<file path="config.mk">
export PLATFORM = sky130hd
export DESIGN_NAME = dsp48a1_mac_ctrl
export DESIGN_NICKNAME = d
export VERILOG_FILES = /design/src/rtl/dsp48a1_mac_ctrl.sv
export SDC_FILE = /design/constraint.sdc
export NUM_CORES = 1
export LEC_CHECK = 0
export CORE_ASPECT_RATIO = 1.5
export CORE_MARGIN = 3
export CORE_UTILIZATION = 45
export DETAILED_ROUTE_END_ITERATION = 10
export PLACE_DENSITY = 0.88
export SYNTH_ARGS = -nofsm -noshare
export SYNTH_HDL_FRONTEND = slang
export SYNTH_SLANG_ARGS = --single-unit
</file>
<file path="constraint.sdc">
create_clock -name CLK -period 2.4 [get_ports CLK]
set_input_delay 0.48 -clock CLK [delete_from_list [all_inputs] [get_ports CLK]]
set_output_delay 0.48 -clock CLK [all_outputs]
set_load 0.02 [all_outputs]
</file>
<file path="src/rtl/dsp48a1_mac_ctrl.sv">
// dsp48a1_mac_ctrl: streams signed operand pairs into a DSP48A1 slice and returns one 48-bit dot-product per vector.
module dsp48a1_mac_ctrl #(
    parameter int MUL_LAT = 2,
    parameter int MAX_LEN = 1024
) (
    input  logic        CLK,
    input  logic        RST,
    input  logic        IN_VALID,
    output logic        IN_READY,
    input  logic [17:0] IN_A,
    input  logic [17:0] IN_B,
    input  logic        IN_LAST,
    output logic        OUT_VALID,
    input  logic        OUT_READY,
    output logic [47:0] OUT_P,
    output logic [12:0] OUT_LEN,
    output logic        OUT_TRUNC,
    output logic [17:0] DSP_A,
    output logic [17:0] DSP_B,
    output logic [7:0]  DSP_OPMODE,
    output logic        DSP_CE,
    output logic        DSP_RST,
    input  logic [47:0] DSP_P
);
    typedef enum logic [1:0] {IDLE, ACCUM, DRAIN, HOLD} state_t;
    state_t      state_q, state_d;
    logic [12:0] cnt_q, cnt_d, beat_n;
    logic [17:0] a_q, b_q;
    logic [1:0]  tag_q [0:MUL_LAT];
    logic [7:0]  opm_q [0:MUL_LAT];
    logic [1:0]  ext_q;
    logic [47:0] p_q, out_p_q;
    logic [12:0] out_len_q;
    logic        trunc_q, out_trunc_q, acc, full, done;

    assign IN_READY   = !RST && (state_q == IDLE || state_q == ACCUM);
    assign acc        = IN_VALID && IN_READY;
    assign beat_n     = state_q == IDLE ? 13'd1 : cnt_q + 13'd1;
    assign full       = beat_n == 13'(MAX_LEN);
    assign done       = IN_LAST || full;
    assign OUT_VALID  = state_q == HOLD;
    assign OUT_P      = out_p_q;
    assign OUT_LEN    = out_len_q;
    assign OUT_TRUNC  = out_trunc_q;
    assign DSP_A      = a_q;
    assign DSP_B      = b_q;
    assign DSP_OPMODE = opm_q[MUL_LAT];
    assign DSP_CE     = 1'b1;
    assign DSP_RST    = RST;

    always_comb begin
        cnt_d   = acc ? beat_n : cnt_q;
        state_d = acc ? (done ? DRAIN : ACCUM)
                : (state_q == DRAIN && ext_q[1]) ? HOLD
                : (state_q == HOLD && OUT_READY) ? IDLE
                : state_q;
    end

    always_ff @(posedge CLK) begin
        if (RST) begin
            state_q     <= IDLE;
            cnt_q       <= '0;
            a_q         <= '0;
            b_q         <= '0;
            for (int i = 0; i <= MUL_LAT; i++) begin
                tag_q[i] <= '0;
                opm_q[i] <= '0;
            end
            ext_q       <= '0;
            p_q         <= '0;
            trunc_q     <= 1'b0;
            out_p_q     <= '0;
            out_len_q   <= '0;
            out_trunc_q <= 1'b0;
        end else begin
            state_q  <= state_d;
            cnt_q    <= cnt_d;
            a_q      <= acc ? IN_A : 18'd0;
            b_q      <= acc ? IN_B : 18'd0;
            tag_q[0] <= {acc, acc && done};
            opm_q[0] <= (acc && state_q == IDLE) ? 8'h01 : 8'h09;
            for (int i = 1; i <= MUL_LAT; i++) begin
                tag_q[i] <= tag_q[i-1];
                opm_q[i] <= opm_q[i-1];
            end
            // ext_q[0]: last product has entered P; ext_q[1] lines up with the registered copy of P
            ext_q    <= {ext_q[0], tag_q[MUL_LAT] == 2'b11};
            p_q      <= DSP_P;
            if (acc && done)
                trunc_q <= !IN_LAST;
            if (state_q == DRAIN && ext_q[1]) begin
                out_p_q     <= p_q;
                out_len_q   <= cnt_q;
                out_trunc_q <= trunc_q;
            end
        end
    end
endmodule

</file>
==> qor.txt <==
Outcome - finished clean
Final setup skew - 0.00801 ns
Synth cell types - 47
Hold WC Path Type - primary input to flip-flop
Synth Warn # - 0
M1 WL - 5110 um
Psw - 1.30 mW
Hpwl dp - 9330 um
Tmin final - 2.18 ns
Antenna Cells - 0
Worst setup SP type - flip-flop
Initial detailed-routing violation count - 163
Number of global-route vias before repair - 4627
CTS tree - done
CP max FO - 9
Commonest non-fill, non-tap cell in the layout - clkdlybuf4s50_1
Die span in x - 99.3 um
Clock Path Buffers - 2
Met3 wire length - 835 um
Area delta synth->final - 43.5%
Total global-route track usage - 18.8%
Highest-count cells in the layout ignoring fill and taps - clkdlybuf4s50_1, dfxtp_1, nand2_1, a21oi_1, nor2b_1
Pleak - 3.12 nW
Synthesized flop and latch total - 176
Net Sw Frac - 20.8%
Routability cong. - 0.852
Core Region - 12600 um^2
Drt wl/cell - 13.9 um
Post-cts sizing count - 0
Crit path required time - 1.92 ns
Critical Path AT - 1.70 ns
Syn avg cell area - 9.35 um^2
Residual DRC - 0
Syn Inst Count - 629
Comb pwr share - 6.6%
Dpl ws - 0.0311 ns
Final worst slack - 0.222 ns
End point of the critical path - OUT_VALID
Max Clk Rate - 459 MHz
Post-synth ARST share - 0%
Post-route insts no fill - 967
FP Rows - 50
Share of the synthesized area in the top cell type - 59.9%
Top sig layer - met4
Via Count - 4710
Post-synth EDFFs - 0
I/O pins - 199
Pre-antenna DRT Iters - 4
Post-route ant nets - 0
Clock sinks - 176
Final Max Tran Viols - 0
Post-Syn Area - 5880 um^2
Slowest CP cell - clkdlybuf4s50_1
Root Buffer - clkbuf_16
Worst Max-Slew Pin Slew - 0.665 ns
Sequential-to-total area share from yosys stat - 59.9%
Placed cell area - 7830 um^2
TritonCTS Buffers - 17
VDD IR max - 0.543 mV
Ys flop type - dfxtp_1
Worst Setup End Kind - output pin
Clock power share - 44.8%
Cell area after layout - 8440 um^2
Final period utilization - 90.7%
Clock transition at path regs - 0.06 ns
Relative max-transition margin - 55.7%
Max_cap viols - 0
Sequential share of power - 48.6%
Largest net degree at the start of global routing - 121
Routed wl met2 - 6970 um
First-pass GRT wire length - 22000 um
I/O Buffers - 191
Hold Buf Count CTS - 0
Initial antenna violation count - 0
Worst reg2reg startpoint - cnt_q[1]
P_int - 4.94 mW
Total wire length - 13500 um
Placed cells - 935
Setup violators final - 0
Worst R2R End - state_q[1]
CP peak stage delay - 0.61 ns
Initial Utilization - 46.5%
R2r worst-path depth - 6
Largest area contributor in the netlist - dfxtp_1
Fin. Hold Viols - 0
H-Tree Depth - 4
Final nets - 888
TNS Setup - 0 ns
R2R Setup Slk - 0.23 ns
RSZ-0062 raised after global routing - no
Tot Pwr - 6.24 mW
Setup Buffers After CTS - 0
Critical-path cell list - and2_1, clkdlybuf4s50_1
Share of cells above drive strength 1 - 6.29%
Clk Latency, worst-skew pair - 0.40 ns
GR Overflow Total - 0
Vias/cell - 4.87
Area contributors post-synth - dfxtp_1, nand2_1, nor2b_1
Die ar. - 14500 um^2
Die H - 146 um
Power Dens Cells - 739 nW/um^2
Crit path kind - flip-flop to output pin
Setup crit start - state_q[1]
## synthesized netlist by cell type, drive strengths merged (3+ instances only)
master,instances
nor2,11
nor2b,57
nor3,5
and3,6
dfxtp,176
and2,38
o31ai,4
nand2,138
nand4,4
a31oi,6
o21ai,14
clkbuf,36
buf,21
a21oi,71
nand3,7
o41ai,3
inv,4
## how the worst min path moves through the flow
stage          slack, ns  cells after the start           to        start
5_1_grt             0.35                      2     cnt_q[1]          RST
4_1_cts             0.34                      2     cnt_q[1]          RST
6_report            0.35                      2     cnt_q[1]          RST
3_3_place_gp        0.42                      2    OUT_P[29]      p_q[29]
2_1_floorplan       0.41                      1     ext_q[1]     ext_q[0]
3_5_place_dp        0.42                      1  opm_q[0][8]  opm_q[0][0]
## sequential cells by signal, indices dropped and copies added (netlist names)
register,cells
OUT_TRUNC,1
OUT_LEN,13
OUT_P,48
tag_q,6
opm_q,6
cnt_q,13
ext_q,2
DSP_B,18
p_q,48
state_q,2
DSP_A,18
trunc_q,1
## power by group through the flow
stage	clock, mW	combinational [mW]	sequential [mW]
6_report	2.79	0.413	3.03
5_1_grt	2.99	0.448	3.04
4_1_cts	2.86	0.415	3.03
3_5_place_dp	0	0.412	3.10
3_3_place_gp	0	0.407	3.09
2_1_floorplan	0	0.164	3.12
## layout make-up
type,count,area (um^2)
multi-input combinational,397,2090
inverter,4,15.0
timing repair buffer,202,2000
tap,156,195
fill,972,4200
clock buffer,19,453
sequential,176,3520
clock inverter,13,158
## critical path: cells and delay by family, from the launching register on
family	cells	cell delay [ns]
buffers and inverters	1	0.61
flip-flops	1	0.50
AND/OR/NAND/NOR	1	0.18
## metrics by stage
| stage | utilization [%] | hold WS (ns) |
|---|---|---|
| after global routing | 66.8 | 0.348 |
| after floorplan | - | 0.414 |
| after CTS | 66.8 | 0.339 |
| after detailed placement | 61.9 | 0.420 |
| final | 66.8 | 0.352 |
| after global placement | 61.9 | 0.418 |
## kinds of logic (layout without fill, tap and decap cells)
group	count (synthesis)	after routing	share of synthesized area, %
xor+xnor	3	3	0.447
simple gates	276	276	23.6
flops	176	176	59.9
buf+inv	61	238	4.92
mux	1	1	0.170
other cells	2	7	0.128
compound gates	109	109	10.6
fa+ha+maj	1	1	0.213
## routing by layer
metal	vias up	GRT usage, %
li1	2360	-
met1	2137	20.0
met2	180	33.0
met3	33	5.80
met4	0	9.43
met5	-	0
No activity file was read; power rests on OpenSTA's default activity.
